--- config.mk ---
export PLATFORM = sky130hd
export DESIGN_NAME = id_load_scoreboard_flat
export DESIGN_NICKNAME = d
export VERILOG_FILES = /design/src/rtl/id_load_scoreboard_if.sv /design/src/rtl/id_load_scoreboard.sv /design/src/flat_wrapper.sv
export SDC_FILE = /design/constraint.sdc
export NUM_CORES = 1
export LEC_CHECK = 0
export CAP_MARGIN = 0
export CORE_ASPECT_RATIO = 0.5
export CORE_MARGIN = 4
export CORE_UTILIZATION = 50
export CTS_BUF_LIST = sky130_fd_sc_hd__clkbuf_2 sky130_fd_sc_hd__clkbuf_4 sky130_fd_sc_hd__clkbuf_8
export DETAILED_ROUTE_END_ITERATION = 6
export PLACE_DENSITY = 0.79
export SLEW_MARGIN = 40
export SYNTH_ARGS = -nofsm -noshare
export SYNTH_HDL_FRONTEND = slang
export SYNTH_SLANG_ARGS = --single-unit
export TNS_END_PERCENT = 1
--- constraint.sdc ---
create_clock -name clk -period 4.05 [get_ports clk]
set_input_delay 0.81 -clock clk [delete_from_list [all_inputs] [get_ports clk]]
set_output_delay 0.81 -clock clk [all_outputs]
set_load 0.05 [all_outputs]
--- src/rtl/id_load_scoreboard_if.sv ---
// Decode-stage bundle between the decoder/pipeline control (master) and the
// load scoreboard hazard unit (slave).
interface id_load_scoreboard_if #(
    parameter int REG_WIDTH = 5,
    parameter int NUM_FWD   = 3,
    parameter int CNT_WIDTH = 16
);
    localparam int SEL_WIDTH = $clog2(NUM_FWD + 1);

    logic                         valid;
    logic [REG_WIDTH-1:0]         rs1;
    logic [REG_WIDTH-1:0]         rs2;
    logic                         rs1_used;
    logic                         rs2_used;
    logic [REG_WIDTH-1:0]         rd;
    logic                         reg_wr_en;
    logic                         is_load;
    logic                         flush;
    logic                         ex_ready;
    logic [NUM_FWD*REG_WIDTH-1:0] fwd_addr;
    logic [NUM_FWD-1:0]           fwd_en;
    logic [SEL_WIDTH-1:0]         data_a_sel;
    logic [SEL_WIDTH-1:0]         data_b_sel;
    logic                         stall;
    logic                         sb_full;
    logic                         issue_valid;
    logic [REG_WIDTH-1:0]         issue_rd;
    logic [CNT_WIDTH-1:0]         stall_count;

    modport master (
        output valid, rs1, rs2, rs1_used, rs2_used, rd, reg_wr_en, is_load,
               flush, ex_ready, fwd_addr, fwd_en,
        input  data_a_sel, data_b_sel, stall, sb_full, issue_valid, issue_rd,
               stall_count
    );

    modport slave (
        input  valid, rs1, rs2, rs1_used, rs2_used, rd, reg_wr_en, is_load,
               flush, ex_ready, fwd_addr, fwd_en,
        output data_a_sel, data_b_sel, stall, sb_full, issue_valid, issue_rd,
               stall_count
    );
endinterface

--- src/rtl/id_load_scoreboard.sv ---
// Decode-stage hazard unit: operand forward select, in-flight load scoreboard,
// load-use stall, registered issue strobe toward EX and saturating stall counter.
module id_load_scoreboard #(
    parameter int REG_WIDTH = 5,
    parameter int NUM_FWD   = 3,
    parameter int SB_DEPTH  = 4,
    parameter int LOAD_LAT  = 2,
    parameter int CNT_WIDTH = 16
) (
    input logic                 clk,
    input logic                 rst,
    id_load_scoreboard_if.slave bus
);
    localparam int SEL_WIDTH = $clog2(NUM_FWD + 1);
    localparam int LAT_WIDTH = $clog2(LOAD_LAT + 1);

    logic [REG_WIDTH-1:0] sb_rd  [SB_DEPTH];
    logic [LAT_WIDTH-1:0] sb_cnt [SB_DEPTH];
    logic [SB_DEPTH-1:0]  busy;
    logic [SB_DEPTH-1:0]  alloc;
    logic                 alloc_taken;
    logic [SEL_WIDTH-1:0] sel_a;
    logic [SEL_WIDTH-1:0] sel_b;
    logic                 hit_rs1;
    logic                 hit_rs2;
    logic                 hazard;
    logic                 ld_alloc;
    logic                 sb_full;
    logic                 fire;
    logic                 stall;
    logic                 issue_valid;
    logic [REG_WIDTH-1:0] issue_rd;
    logic [CNT_WIDTH-1:0] stall_count;

    // Walk from oldest to youngest so the youngest matching source wins.
    always_comb begin
        sel_a = '0;
        sel_b = '0;
        for (int k = NUM_FWD - 1; k >= 0; k--) begin
            if (bus.fwd_en[k] && bus.fwd_addr[k*REG_WIDTH +: REG_WIDTH] == bus.rs1)
                sel_a = SEL_WIDTH'(k + 1);
            if (bus.fwd_en[k] && bus.fwd_addr[k*REG_WIDTH +: REG_WIDTH] == bus.rs2)
                sel_b = SEL_WIDTH'(k + 1);
        end
        if (!bus.rs1_used || bus.rs1 == '0)
            sel_a = '0;
        if (!bus.rs2_used || bus.rs2 == '0)
            sel_b = '0;
    end

    always_comb begin
        busy    = '0;
        hit_rs1 = 1'b0;
        hit_rs2 = 1'b0;
        for (int i = 0; i < SB_DEPTH; i++) begin
            busy[i] = (sb_cnt[i] != '0);
            if (sb_cnt[i] != '0 && sb_rd[i] == bus.rs1)
                hit_rs1 = 1'b1;
            if (sb_cnt[i] != '0 && sb_rd[i] == bus.rs2)
                hit_rs2 = 1'b1;
        end
    end

    assign hazard   = bus.valid && ((bus.rs1_used && bus.rs1 != '0 && hit_rs1) ||
                                    (bus.rs2_used && bus.rs2 != '0 && hit_rs2));
    assign ld_alloc = bus.is_load && bus.reg_wr_en && bus.rd != '0;
    assign sb_full  = &busy;
    assign fire     = bus.valid && !bus.flush && !hazard && bus.ex_ready &&
                      !(ld_alloc && sb_full);
    assign stall    = bus.valid && !bus.flush && !fire;

    // fire with ld_alloc implies not full, so a free entry always exists here.
    always_comb begin
        alloc       = '0;
        alloc_taken = 1'b0;
        for (int i = 0; i < SB_DEPTH; i++) begin
            if (!busy[i] && !alloc_taken) begin
                alloc[i]    = fire && ld_alloc;
                alloc_taken = 1'b1;
            end
        end
    end

    always_ff @(posedge clk) begin
        for (int i = 0; i < SB_DEPTH; i++) begin
            if (alloc[i])
                sb_rd[i] <= bus.rd;
        end
    end

    always_ff @(posedge clk) begin
        if (rst) begin
            for (int i = 0; i < SB_DEPTH; i++)
                sb_cnt[i] <= '0;
            issue_valid <= 1'b0;
            issue_rd    <= '0;
            stall_count <= '0;
        end else begin
            for (int i = 0; i < SB_DEPTH; i++) begin
                if (alloc[i])
                    sb_cnt[i] <= LAT_WIDTH'(LOAD_LAT);
                else if (busy[i])
                    sb_cnt[i] <= sb_cnt[i] - LAT_WIDTH'(1);
            end
            issue_valid <= fire;
            issue_rd    <= fire ? bus.rd : '0;
            if (stall && stall_count != '1)
                stall_count <= stall_count + CNT_WIDTH'(1);
        end
    end

    assign bus.data_a_sel  = sel_a;
    assign bus.data_b_sel  = sel_b;
    assign bus.stall       = stall;
    assign bus.sb_full     = sb_full;
    assign bus.issue_valid = issue_valid;
    assign bus.issue_rd    = issue_rd;
    assign bus.stall_count = stall_count;
endmodule
--- src/flat_wrapper.sv ---
// flat-port wrapper written by rule: the top's interface ports become plain ports
module id_load_scoreboard_flat 
#(
    parameter int REG_WIDTH = 5,
    parameter int NUM_FWD   = 3,
    parameter int SB_DEPTH  = 4,
    parameter int LOAD_LAT  = 2,
    parameter int CNT_WIDTH = 16
)
  (clk, rst, bus_valid, bus_rs1, bus_rs2, bus_rs1_used, bus_rs2_used, bus_rd, bus_reg_wr_en, bus_is_load, bus_flush, bus_ex_ready, bus_fwd_addr, bus_fwd_en, bus_data_a_sel, bus_data_b_sel, bus_stall, bus_sb_full, bus_issue_valid, bus_issue_rd, bus_stall_count);
  id_load_scoreboard_if #(.REG_WIDTH(REG_WIDTH), .NUM_FWD(NUM_FWD), .CNT_WIDTH(CNT_WIDTH)) bus_i ();
  input logic clk;
  input logic rst;
  input wire logic [$bits(bus_i.valid)-1:0] bus_valid;
  input wire logic [$bits(bus_i.rs1)-1:0] bus_rs1;
  input wire logic [$bits(bus_i.rs2)-1:0] bus_rs2;
  input wire logic [$bits(bus_i.rs1_used)-1:0] bus_rs1_used;
  input wire logic [$bits(bus_i.rs2_used)-1:0] bus_rs2_used;
  input wire logic [$bits(bus_i.rd)-1:0] bus_rd;
  input wire logic [$bits(bus_i.reg_wr_en)-1:0] bus_reg_wr_en;
  input wire logic [$bits(bus_i.is_load)-1:0] bus_is_load;
  input wire logic [$bits(bus_i.flush)-1:0] bus_flush;
  input wire logic [$bits(bus_i.ex_ready)-1:0] bus_ex_ready;
  input wire logic [$bits(bus_i.fwd_addr)-1:0] bus_fwd_addr;
  input wire logic [$bits(bus_i.fwd_en)-1:0] bus_fwd_en;
  output wire logic [$bits(bus_i.data_a_sel)-1:0] bus_data_a_sel;
  output wire logic [$bits(bus_i.data_b_sel)-1:0] bus_data_b_sel;
  output wire logic [$bits(bus_i.stall)-1:0] bus_stall;
  output wire logic [$bits(bus_i.sb_full)-1:0] bus_sb_full;
  output wire logic [$bits(bus_i.issue_valid)-1:0] bus_issue_valid;
  output wire logic [$bits(bus_i.issue_rd)-1:0] bus_issue_rd;
  output wire logic [$bits(bus_i.stall_count)-1:0] bus_stall_count;
  assign bus_i.valid = bus_valid;
  assign bus_i.rs1 = bus_rs1;
  assign bus_i.rs2 = bus_rs2;
  assign bus_i.rs1_used = bus_rs1_used;
  assign bus_i.rs2_used = bus_rs2_used;
  assign bus_i.rd = bus_rd;
  assign bus_i.reg_wr_en = bus_reg_wr_en;
  assign bus_i.is_load = bus_is_load;
  assign bus_i.flush = bus_flush;
  assign bus_i.ex_ready = bus_ex_ready;
  assign bus_i.fwd_addr = bus_fwd_addr;
  assign bus_i.fwd_en = bus_fwd_en;
  assign bus_data_a_sel = bus_i.data_a_sel;
  assign bus_data_b_sel = bus_i.data_b_sel;
  assign bus_stall = bus_i.stall;
  assign bus_sb_full = bus_i.sb_full;
  assign bus_issue_valid = bus_i.issue_valid;
  assign bus_issue_rd = bus_i.issue_rd;
  assign bus_stall_count = bus_i.stall_count;
  id_load_scoreboard #(.REG_WIDTH(REG_WIDTH), .NUM_FWD(NUM_FWD), .SB_DEPTH(SB_DEPTH), .LOAD_LAT(LOAD_LAT), .CNT_WIDTH(CNT_WIDTH)) u_core (.clk(clk), .rst(rst), .bus(bus_i));
endmodule
; ---- After elaboration in Yosys (flattened, before gate mapping)
; Memory sizes are Yosys's and may differ from the RTL's.
; Index checks and enable logic that the tools add are counted.
[word_totals]
register_bits = 22
n_memories = 2
out_inout_bits = 28
mem_bits_rw = 28
[memory_table]
columns = memory, words, width, rd, rd_ports_with_merged_regs, wr, line
row1 = u_core.sb_rd, 4, 5, 4, 0, 1, id_load_scoreboard.sv:17  ; logic [REG_WIDTH-1:0] sb_rd [SB_DEPTH];
row2 = u_core.sb_cnt, 4, 2, 4, 0, 4, id_load_scoreboard.sv:18  ; logic [LAT_WIDTH-1:0] sb_cnt [SB_DEPTH];
[classes]
n_eq_ne = 15
n_bitwise = 9
n_mux = 74
add_sub_neg = 5
reduce_logical = 60
[ops]
columns = cell, count
row1 = 5-bit equality test, 14
row2 = 1-bit two-way mux, 52
row3 = 2-bit two-way mux, 19
row4 = 1-bit logical AND, 32
row5 = 16-bit by 1-bit adder with 16-bit output (second input constant), 1
row6 = 16-bit inequality test (second input constant), 1
row7 = 5-bit two-way mux, 3
row8 = 5-bit nonzero test, 3
row9 = 5-bit OR reduction, 3
row10 = 1-bit logical NOT, 11
row11 = 5-bit logical NOT, 2
row12 = 1-bit OR, 8
row13 = 2-bit nonzero test, 4
row14 = 2-bit by 1-bit subtractor with 2-bit output (second input constant), 4
row15 = 4-bit AND reduction, 1
row16 = 1-bit logical OR, 3
row17 = 2-bit OR reduction, 1
row18 = 1-bit inverter, 1

; ---- Longest topological paths before layout
; Gate-level depths: netlist of run 1.
[depth]
depth_word = 21
depth_mapped = 10
ltp_nobuf = 8

; ---- Least setup slack after synthesis of run 1
; Ideal clock, no wire load.
[synth_path]
path_kind = reg-to-output
startpoint = memory u_core.sb_cnt[1][0] in the netlist's numbering
endpoint = output bus_stall
setup_slack_ns = -0.272
n_path_buf = 2
stages_incl_launch_ff = 10
t_arrival_ns = 3.512
cell_sequence = edfxtp_1 inv_1 ha_1 nor4_1 nand2_1 nand2_1 a221oi_2 buf_4 buf_6 nor2_1
[synth_lines]
columns = element, line
row1 = start: declaration, id_load_scoreboard.sv:18
row2 = end: declaration, flat_wrapper.sv:28  ; output wire logic [$bits(bus_i.stall)-1:0] bus_stall;

; ---- Final worst setup path of run 1
[layout_path]
startpoint = input bus_rs2[0]
endpoint = output bus_stall
[layout_via]
elab_chain_cells = 15
[layout_lines]
columns = element, line
row1 = start: declaration, flat_wrapper.sv:16  ; input wire logic [$bits(bus_i.rs2)-1:0] bus_rs2;
row2 = 5-bit equality test, id_load_scoreboard.sv:59  ; if (sb_cnt[i] != '0 && sb_rd[i] == bus.rs2)
row3 = 1-bit logical AND, id_load_scoreboard.sv:59
row4 = 1-bit two-way mux (4 in a row), id_load_scoreboard.sv:59
row5 = 1-bit logical AND (*), id_load_scoreboard.sv:65  ; (bus.rs2_used && bus.rs2 != '0 && hit_rs2));
row6 = 1-bit logical OR (*), id_load_scoreboard.sv:64  ; assign hazard = bus.valid && ((bus.rs1_used && bus.rs1 != '0 && hit_rs1) ||
row7 = 1-bit logical AND (*), id_load_scoreboard.sv:64
row8 = 1-bit logical NOT (*), id_load_scoreboard.sv:68  ; assign fire = bus.valid && !bus.flush && !hazard && bus.ex_ready &&
row9 = 1-bit logical AND (*) (3 in a row), id_load_scoreboard.sv:68
row10 = 1-bit logical NOT (*), id_load_scoreboard.sv:70  ; assign stall = bus.valid && !bus.flush && !fire;
row11 = 1-bit logical AND (*), id_load_scoreboard.sv:70
; Every way passes the cells marked *; elsewhere a longest branch is shown, timed or not.

==> results of run 1 <==
[logic make-up (layout without fill, tap and decap cells)]
family                   Yosys count  count (layout)  synth area share
AO/OA/AOI/OAI                     31              31           0.07103
XOR/XNOR                          70              70            0.1934
adder cells (fa/ha/maj)            6               6           0.02368
buffers and inverters             43             116           0.06274
flip-flops                        50              50            0.4041
multiplexers                       7               7           0.02486
AND/OR/NAND/NOR                  121             121            0.2202
[tightest hold or removal path: stages (launching register included)]
cell and delay [ps]:
dfxtp_1 350, o31ai_1 70, a21oi_1 60
[stage by stage]
| step | total power (W) | instance area [µm²] | setup slack [ps] | cells | utilization |
|---|---|---|---|---|---|
| after detailed placement | 0.001039 | 3985 | 348.0 | 481 | 0.6527 |
| after global placement | 0.001026 | 3985 | 398.7 | 481 | 0.6527 |
| final | 0.001389 | 4101 | 363.0 | 489 | 0.6717 |
| after CTS | 0.001395 | 4101 | 353.2 | 489 | 0.6717 |
| after floorplan | 0.0009080 | 3177 | 346.6 | 328 | - |
| after global routing | 0.001463 | 4101 | 241.0 | 489 | 0.6717 |
[worst max-delay path by stage]
stage / start / endpoint / slack [ps]
floorplan: u_core.sb_cnt[1][0]$_SDFFCE_PN0P_ / bus_stall / 350
global placement: bus_rs2[0] / bus_stall / 400
detailed placement: bus_rs2[0] / u_core.sb_cnt[2][1]$_SDFFCE_PN0P_ / 350
CTS: bus_rs2[0] / bus_stall / 350
global route: bus_rs2[0] / bus_stall / 240
finish: bus_rs2[0] / bus_stall / 360
[state kept, by name, indices dropped and copies added, names as in the netlist]
signal,flops
u_core.bus.stall_count,16
u_core.bus.issue_valid,1
u_core.bus.issue_rd,5
u_core.sb_rd,20
u_core.sb_cnt,8
[cell type report]
| cell class | instances | area [µm²] |
|---|---|---|
| clock buffer | 5 | 68.82 |
| tap | 88 | 110.1 |
| multi-input combinational | 235 | 1697 |
| fill | 497 | 2004 |
| timing repair buffer | 85 | 810.8 |
| clock inverter | 3 | 47.55 |
| inverter | 23 | 86.33 |
| sequential | 50 | 1281 |
[cells in the mapped netlist, types with 11 or more instances]
master | n | area share
xor2_1 | 44 | 0.12
nor4_1 | 14 | 0.028
nand3_1 | 12 | 0.019
nand2_1 | 12 | 0.014
nor3_1 | 13 | 0.021
nor2_1 | 17 | 0.020
a21oi_1 | 13 | 0.021
dfxtp_1 | 22 | 0.14
nand4_1 | 11 | 0.022
edfxtp_1 | 28 | 0.27
inv_1 | 22 | 0.026
xnor2_1 | 26 | 0.072
[per-layer routing]
| metal | vias to the layer above | GRT usage | share of wire |
|---|---|---|---|
| li1 | 1305 | - | - |
| met2 | 79 | 0.3356 | 0.46 |
| met4 | 0 | 0.07062 | 0.014 |
| met1 | 1220 | 0.2486 | 0.47 |
| met3 | 10 | 0.04421 | 0.056 |
| met5 | - | 0 | 0 |
[power groups by stage]
stage	clock network [W]	logic, W	registers [W]
CTS	0.000365	0.000423	0.000608
floorplan	0	0.000285	0.000623
finish	0.000358	0.000423	0.000608
global route	0.000383	0.000466	0.000613
global placement	0	0.000408	0.000617
detailed placement	0	0.000420	0.000620
==> impl.org, run 1 <==
** Finish
- Number of nets at the end of the flow :: 448
- Antenna diode count :: 0
- Area Growth Syn to Fin :: 29.36%
- Of the cells placed in the final design, the portion with a size suffix greater than 1 is 0.1272.
- Leaving out fill and tap cells, the most frequent cell in the layout is clkdlybuf4s50_1.
- Commonest cells after routing, fill and taps aside :: clkdlybuf4s50_1, xor2_1, edfxtp_1

** Timing
- Min Tclk post-route :: 3687 ps
- Total negative setup slack :: 0 ps
- Clock skew on the completed layout was measured at 10.50 ps.
- Slew at the pin closest to its max-slew limit :: 554.7 ps
- The number of pins with negative max-slew slack in the final report is 0.
- On the final layout, the worst hold slack is 518.5 ps.
- In the finished design, the share of the clock period the worst path needs comes to 0.9104.
- Setup repair after global routing missed its margin :: no
- For this run, the top clock speed supported by timing is 0.2712 GHz.
- Max-slew headroom at the worst pin :: 0.6291
- The count of endpoints failing hold in the final timing report is 0.
- Setup violations remaining at the end of the flow were counted as 0.

** Critical path
- R2R Path End :: u_core.sb_cnt[2][0]$_SDFFCE_PN0P_
- Worst Reg-to-Reg Cells :: 9
- Cell-by-cell listing of the critical path :: clkdlybuf4s50_1, xor2_1, nor4_1, nand3_1, nand4_1, a221oi_2, nor2_1, buf_4
- The slowest stage of the critical path is the clkdlybuf4s50_1 cell.
- Critical path endpoint category :: primary output
- Critical path depth in cells :: 8
- At the worst endpoint, the arrival time is 2880 ps.
- WP buf/inv :: 2
- The critical path is of the in -> out type.
- On the worst path, the slowest cell contributes a delay of 820 ps.
- The cell family contributing the most delay on the critical path is buffers and inverters.
- Reg-to-Reg Start :: u_core.sb_cnt[0][0]$_SDFFCE_PN0P_
- Flop2flop setup slack :: 1120 ps
- CP Max Fanout :: 8
- Data required, critical path :: 3240 ps
- STA classifies the critical path startpoint as an input pin.

** Pwr
- Of the total power, the share spent switching nets is 0.3156.
- Switching component of the power :: 0.0004384 W
- Clock share of power :: 0.258
- Power density over the cells :: 338.7 mW/mm²
- Leakage :: 1.520 nW
- Of the total power, registers draw 0.437.
- The share of total power dissipated in combinational logic is 0.305.
- Internal Dissipation :: 0.0009507 W
- Peak supply drop :: 0.1896 mV

** Route
- In the routed layout, each cell is associated on average with a via count of 5.346.
- For this run, design rule violations remaining after detail routing come to 0.
- The pre-antenna-repair detailed-routing pass consisted of 4 iterations.
- The final layout contains routed wiring with a total length of 7475 µm.
- After detailed routing, the average wire length per cell comes to 15.29 µm.
- Remaining antenna violation count :: 0
- Detailed routing inserted a total of 2614 vias.
- The detailed router finished its first iteration with 133 violations.

** Global routing
- Aggregate global routing overflow :: 0
- Overall track demand over capacity in global routing :: 0.1975
- The first global-routing pass estimated 12430 µm of wire.
- Vias in the first global route :: 2608
- Antenna violations before repair :: 0
- Pin count of the biggest net entering global routing :: 33

** Yosys
- After synthesis, the netlist uses 40 different library cells.
- Synthesis Warnings :: 0
- The cell area that synthesis handed to floorplanning was 0.003171 mm².
- Number of enable flip-flop cells after synthesis :: 28
- The share of the Yosys chip area taken by registers is 0.4041.
- The most used flip-flop cell after synthesis is edfxtp_1.
- Flop and latch count out of synthesis :: 50
- Syn Area/Cell :: 9.666 µm²
- Synthesis produced a netlist whose cell count is 328.
- Asr flop ratio synth :: 0
- Number of nets produced by synthesis :: 376

** Floorplanning
- For this configuration, the core starts out at a cell density of 0.5193.
- Chip height :: 64.31 µm
- In this run the horizontal extent of the chip is 120.6 µm.
- In this run the count of I/O pins placed on the die edge is 70.
- The core region is 0.006106 mm².
- Row generation in the floorplan step produced 20 rows.
- The die covers 0.007757 mm².

** CTS
- The tree built by TritonCTS fans out to 50 sinks.
- TritonCTS built the clock tree.
- Count of instances resized after the clock tree is built :: 0
- Hold repair after CTS inserted 0 buffers.
- After clock tree synthesis, the setup repair step added 0 buffers.
- The clock tree synthesis step divided the H-tree into 2 levels.
- After clock tree synthesis, the clock-pin slew on the worst setup and hold paths is 90 ps.
- For the worst-skew pair, the clock arrives at the later sink with an insertion delay of 310 ps.
- Root buffer cell :: clkbuf_8
- Total CTS buffers :: 5
- Max clock buf depth :: 2

** Status
- The run finished with clean final reports.

** Place
- Final weighted congestion in routability-driven placement :: 0.9102
- DPL Wire Length :: 5678 µm
- Buffers placed on the I/O ports in this run total 69.

** Job
- Across the run, the number of max-cap violations was 0.

** Worst hold path
- For hold timing, the worst endpoint is u_core.bus.stall_count[9]$_SDFFE_PP0P_.
- The worst hold path belongs to the class reg -> reg.
- Count of cells along the worst hold path :: 2
- The startpoint identified for the worst hold timing path is u_core.bus.stall_count[9]$_SDFFE_PP0P_.
Power figures use the tool's default switching activity.
==> inputs of run 2 (changes only) <==
CORE_ASPECT_RATIO = not set   (was 0.5)
CORE_UTILIZATION = 48   (was 50)
PLACE_DENSITY = 0.8   (was 0.79)
clock period = 3.1 ns   (was 4.05 ns; I/O delays follow)
==> impl.org, run 2 (synthesized netlist as in run 1, its figures left out) <==
** Route
- After detailed routing, the number of vias per cell comes to 5.474.
- Average detailed-routed wire length per instance :: 16.08 µm
- Number of remaining DRC errors :: 0
- Number of iterations in the first detailed-routing pass :: 4
- After detailed routing, the total wire length is 8170 µm.
- The final route contains 2781 vias.
- Remaining antenna violation count :: 0
- The detailed router finished its first iteration with 259 violations.

** Timing
- Setup slack closes at 105.7 ps.
- At the pin with the least slew margin, the transition time is 781.1 ps.
- Clock tree skew after final layout :: 8.946 ps
- Final-report hold violation count :: 0
- Static timing analysis puts the maximum clock frequency at 0.3340 GHz.
- Total negative setup slack :: 0 ps
- Setup violations remaining at the end of the flow were counted as 0.
- Fin. max-slew vios :: 0
- Ratio of final minimum period to clock period :: 0.9659
- For the finished layout, the period the worst path requires is 2994 ps.
- The worst pin sits at a relative slew slack of 0.4792.

** Critical path
- CP startpoint kind :: input pin
- The critical path in this run is classified as in -> out.
- Cell-by-cell listing of the critical path :: dlygate4sd2_1, or4_1, o21ai_2, inv_2, a221oi_4, buf_12, nor2_2, buf_6
- Largest incremental delay on the critical path :: 570 ps
- The worst setup path is captured at a primary output.
- Critical path origin :: bus_rs1[1]
- Among all stages on the critical path, the largest delay is contributed by or4_1.
- Of all nets on the critical path, the largest fanout is 6.
- Reg-to-Reg Start :: u_core.sb_cnt[1][0]$_SDFFCE_PN0P_
- Data required, critical path :: 2480 ps
- STA puts the critical path data arrival time at 2370 ps.

** Global routing
- Global-route wire length before repair :: 12840 µm
- The via count of the first global-routing pass came to 2772.
- Entering global routing, the biggest net connects 23 pins.
- The initial antenna violation count came to 0.
- Aggregate global routing overflow :: 0
- In the global route stage, overall resource usage came out at 0.2069.

** Finish
- Commonest cells after routing, fill and taps aside :: clkdlybuf4s50_1, xor2_1, buf_4
- In the final layout, the registers with the most flip-flops are u_core.sb_rd: 20 flops, u_core.bus.stall_count: 16 flops, u_core.sb_cnt: 8 flops.
- Flip-flop count of the largest register after layout :: 20
- The area growth from synthesis to layout is 38.08%.
- Fin area :: 0.004378 mm²
- Fraction of layout instances using a drive strength above 1 :: 0.1995
- Antenna diode count :: 0
- The net count of the finished layout is 478.
- Top reg by flops :: u_core.sb_rd
- Most common cell after layout, fill and taps aside :: clkdlybuf4s50_1
- Final core utilization :: 0.6855

** Floorplanning
- Chip height :: 89.27 µm
- # rows :: 29
- For this configuration, the core starts out at a cell density of 0.4965.
- Die area :: 0.007969 mm²
- Overall die width :: 89.27 µm
- The core region is 0.006386 mm².
- I/O pin cnt :: 70

** CTS
- The later pin in the worst-skew pair is clocked with a latency of 300 ps.
- Max clock buf depth :: 2
- The number of clock buffers added by TritonCTS is 5.
- Sink count of the clock tree :: 50
- TritonCTS built the clock tree.
- CTS placed an instance of clkbuf_8 at the clock tree root.
- Hold buffers post-CTS :: 0
- CTS H-Tree Depth :: 2
- Clock-pin slew was measured on the worst setup and hold paths at 90 ps.

** Pwr
- PnR Total Power :: 0.001809 W
- Leakage :: 1.699 nW
- Power spread over the standard cell area amounts to 413.3 mW/mm².
- Peak supply drop :: 0.2782 mV

** Job
- Maximum capacitance violations :: 0

** Place
- The congestion estimate from routability-driven global placement came to 0.8673.
- At the placement stage, the worst setup path has a slack of -227.7 ps.
- Summing all placed instances gives a cell area of 0.004250 mm².
- Count of input and output buffers :: 69
- DPL Wire Length :: 6368 µm

** Worst hold path
- The worst hold path begins at u_core.bus.stall_count[5]$_SDFFE_PP0P_.
- Class of the tightest hold or removal check :: reg -> reg

** Status
- The run finished with clean final reports.
[run 2: cell types whose count changed in the layout (fill, tap and decap cells not counted), sizes merged]
cell,delta
buf,+30
clkdlybuf4s50,-12
dlygate4sd2,+10
dlymetal6s2s,+2
bufinv,-1
clkinv,+1
clkinvlp,+1
inv,-1
[run 2: repair_timing]
item / 4_1_cts / 5_1_grt
gates cloned: 0 / 0
setup endpoints to repair: 3 / 1
resized for setup: 12 / 5
pin swaps: 1 / 1
endpoints found under the hold margin: 0 / 0
buffers inserted: 0 / 3
[run 2: final timing paths]
path / end / cells past startpoint / slack [ps]
worst max-delay path: bus_stall / 8 / 110
worst min-delay path: u_core.bus.stall_count[5]$_SDFFE_PP0P_ / 2 / 520
worst max register to register: u_core.sb_cnt[2][0]$_SDFFCE_PN0P_ / 10 / 450
worst min register to register: u_core.bus.stall_count[5]$_SDFFE_PP0P_ / 2 / 520
[run 2: final cells by class]
cell class	instances	area (µm²)
clock inverter	3	21.27
tap	77	96.34
multi-input combinational	235	1738
sequential	50	1281
fill	487	2008
timing repair buffer	115	1086
inverter	23	86.33
clock buffer	5	68.82
[run 2: worst max-delay path, delay by kind of cell]
family | cells | cell delay [ps]
buffers and inverters | 4 | 680
AO/OA/AOI/OAI | 2 | 470
AND/OR/NAND/NOR | 2 | 610
[run 2: where the power goes]
part	internal, W	switching [W]	total, W
Combinational	0.000276	0.000361	0.000637
Clock	0.000159	0.000220	0.000379
Sequential	0.000771	0.0000222	0.000794
Total	0.00121	0.000603	0.00181
[run 2: routing by layer]
layer | global-route usage | up-vias | part of all wire
met5 | 0 | - | 0
met4 | 0.05007 | 0 | 0.0093
met3 | 0.03502 | 8 | 0.062
met2 | 0.3865 | 109 | 0.52
met1 | 0.2451 | 1305 | 0.41
li1 | - | 1359 | -
[run 2: through the flow]
| stage | hold WS (ps) | cells |
|---|---|---|
| final | 517.6 | 508 |
| after global routing | 564.5 | 508 |
| after CTS | 522.3 | 505 |
| after detailed placement | 496.8 | 497 |
| after global placement | 487.9 | 497 |
| after floorplan | 529.1 | 328 |
==> inputs of run 3 (changes only) <==
SKIP_CTS_REPAIR_TIMING = 1   (was not set)
==> impl.org, run 3 (synthesized netlist as in run 1, its figures left out) <==
** Timing
- Fmax :: 0.3304 GHz
- Dividing the final minimum period by the clock period gives 0.9763.
- For the pin with the worst max-slew slack, the measured transition is 783.7 ps.
- Final worst hold slack :: 527.6 ps
- The number of pins with negative max-slew slack in the final report is 0.
- Setup violations remaining at the end of the flow were counted as 0.
- Final-report hold violation count :: 0
- The worst path in the final design needs a cycle of 3026 ps, including I/O delays and setup.
- The clock arrives with 8.336 ps of skew.
- Max-slew headroom at the worst pin :: 0.4775

** CTS
- Skew-Pair Late Insertion Delay :: 300 ps
- Worst-path clk slew :: 90 ps
- CTS placed an instance of clkbuf_8 at the clock tree root.
- Total CTS buffers :: 5
- Sink count of the clock tree :: 50
- TritonCTS built the clock tree.
- The clock passes through at most 2 buffers.
- The H-tree was split into 2 levels.

** Worst hold path
- Class of the tightest hold or removal check :: reg -> reg
- The startpoint identified for the worst hold timing path is u_core.bus.stall_count[5]$_SDFFE_PP0P_.
- Counting instances, the worst hold path has a depth of 2.
- Hold path endpoint :: u_core.bus.stall_count[5]$_SDFFE_PP0P_

** Global routing
- For this run, the total global-route usage over all layers was measured as 0.2061.
- Pin count of the biggest net entering global routing :: 23
- Global-route wire length before repair :: 12810 µm
- The via count of the first global-routing pass came to 2768.
- Summed over all layers, the global routing overflow is 0.
- Antenna violations before repair :: 0

** Pwr
- Leakage :: 1.760 nW
- Power spread over the standard cell area amounts to 411.1 mW/mm².
- VDD sags by at most 0.2789 mV.

** Critical path
- The number of cells on the worst reg-to-reg path is 11.
- Worst setup path category :: in -> out
- CP delay by family, top :: buffers and inverters
- R2R Path End :: u_core.sb_rd[2][2]$_DFFE_PP_
- For this run, the slowest stage of the critical path takes 440 ps.
- Worst path most repeated cell :: nand2_1
- CP arrival :: 2410 ps
- Flop2flop setup slack :: 450 ps
- The worst register-to-register path begins at u_core.sb_cnt[1][0]$_SDFFCE_PN0P_.
- The worst setup path is launched from an input pin.
- Master of the slowest instance on the critical path :: clkdlybuf4s50_1
- CP Max Fanout :: 6
- Cell-by-cell listing of the critical path :: clkdlybuf4s50_1, nor4_2, buf_4, a21oi_1, nand2_1, nand2_1, a221oi_4, buf_12, nor2_2, buf_6
- WP buf/inv :: 4
- Data on the critical path is required at its endpoint by 2480 ps.
- STA classifies the critical path endpoint as a primary output.

** Finish
- Commonest cells after routing, fill and taps aside :: clkdlybuf4s50_1, xor2_1, buf_4
- Top reg by flops :: u_core.sb_rd
- In the final layout, the registers with the most flip-flops are u_core.sb_rd: 20 flops, u_core.bus.stall_count: 16 flops, u_core.sb_cnt: 8 flops.
- At the end of the flow, the number of nets in the layout was 478.
- The register with the most flip-flops in the layout has 20 of them.
- Fraction of layout instances using a drive strength above 1 :: 0.2019
- Leaving out fill and tap cells, the most frequent cell in the layout is clkdlybuf4s50_1.
- The repair_antennas step left the layout with diodes totalling 0.
- Relative to the synthesized area, the layout overhead comes to 39.31%.
- Summing all non-filler instances in the final layout gives an area of 0.004417 mm².

** Route
- Final wirelength :: 8211 µm
- The routed layout has 2824 vias.
- Number of iterations in the first detailed-routing pass :: 4
- In the routed design, unresolved DRC markers number 0.
- Via density per instance :: 5.559
- Sum of routed wire segments on met1 :: 3326 µm
- Wire length on met3 :: 543 µm
- After detailed routing, the met2 layer carries 4240 µm of wire.
- The count of nets left with antenna violations once routing finished came out at 0.
- For this block, the initial DRC count from the detailed router was 226.
- Dividing the detail-routed wire length by the instance count gives 16.16 µm.
- The highest metal layer carrying signal wires in the routed design is met4.

** Floorplanning
- Chip height :: 89.27 µm
- The initial utilization of the core area, before any placement, comes to 0.4965.
- The floorplan has 29 rows.
- The total area inside the core boundary comes to 0.006386 mm².
- The floorplan step set the die width to 89.27 µm.
- I/O pin cnt :: 70
- Die area :: 0.007969 mm²

** Place
- The congestion estimate from routability-driven global placement came to 0.8673.
- Buffers placed on the I/O ports in this run total 69.
- Detailed placement ended at an HPWL of 6368 µm.
- Cell area after placement :: 0.004250 mm²

** Status
- Outcome :: complete, no violations

** Job
- Maximum capacitance violations :: 0
-- run 3: changes by cell type in the layout (fill, tap and decap cells not counted), sizes merged --
cell,change
dlygate4sd2,-10
dlymetal6s2s,+8
clkdlybuf4s50,+2
-- run 3: how the worst max path moves through the flow --
stage                     cells after the start                                 endpoint       start  slack, ps
after floorplan                               6                        bus_data_b_sel[1]  bus_rs2[2]        -20
after global placement                       10  u_core.bus.stall_count[14]$_SDFFE_PP0P_  bus_rs1[4]       -140
after detailed placement                     11  u_core.bus.stall_count[14]$_SDFFE_PP0P_  bus_rs1[3]       -230
after CTS                                     8                                bus_stall  bus_rs1[1]       -200
after global routing                         10                                bus_stall   bus_rd[4]        -20
final                                        10                                bus_stall   bus_rd[4]         70
-- run 3: worst register-to-register path: stages (launching register included) --
cell and delay, ps:
edfxtp_1 390, inv_1 100, ha_2 280, inv_1 160, nand3_1 120, nand4_1 160, a221oi_4 360, buf_12 160
buf_4 120, nand3_4 100, nor4b_2 240, buf_4 200
-- run 3: area by class of cell --
cell class,instances,area (µm²)
multi-input combinational,235,1744
sequential,50,1281
timing repair buffer,115,1119
inverter,23,86.33
tap,77,96.34
clock inverter,3,21.27
clock buffer,5,68.82
fill,480,1969
-- run 3: power breakdown --
group	internal, W	total [W]	switching, W
clock	0.000159	0.000379	0.000220
sequential	0.000771	0.000794	0.0000227
combinational	0.000280	0.000643	0.000362
-- run 3: per-stage QoR --
step	util	power, W	worst slack [ps]	cells	TNS [ps]
after floorplan	-	0.001203	-17.69	328	-17.69
after global placement	0.6650	0.001401	-140.2	497	-2382
after detailed placement	0.6656	0.001432	-227.7	497	-4057
after CTS	0.6797	0.001802	-195.5	505	-350.6
after global routing	0.6916	0.001917	-23.60	508	-23.60
final	0.6916	0.001816	73.61	508	0
-- run 3: layer usage --
layer / up-vias / track usage
li1: 1362 / -
met1: 1321 / 0.2434
met2: 129 / 0.3858
met3: 12 / 0.03502
met4: 0 / 0.05007
met5: - / 0
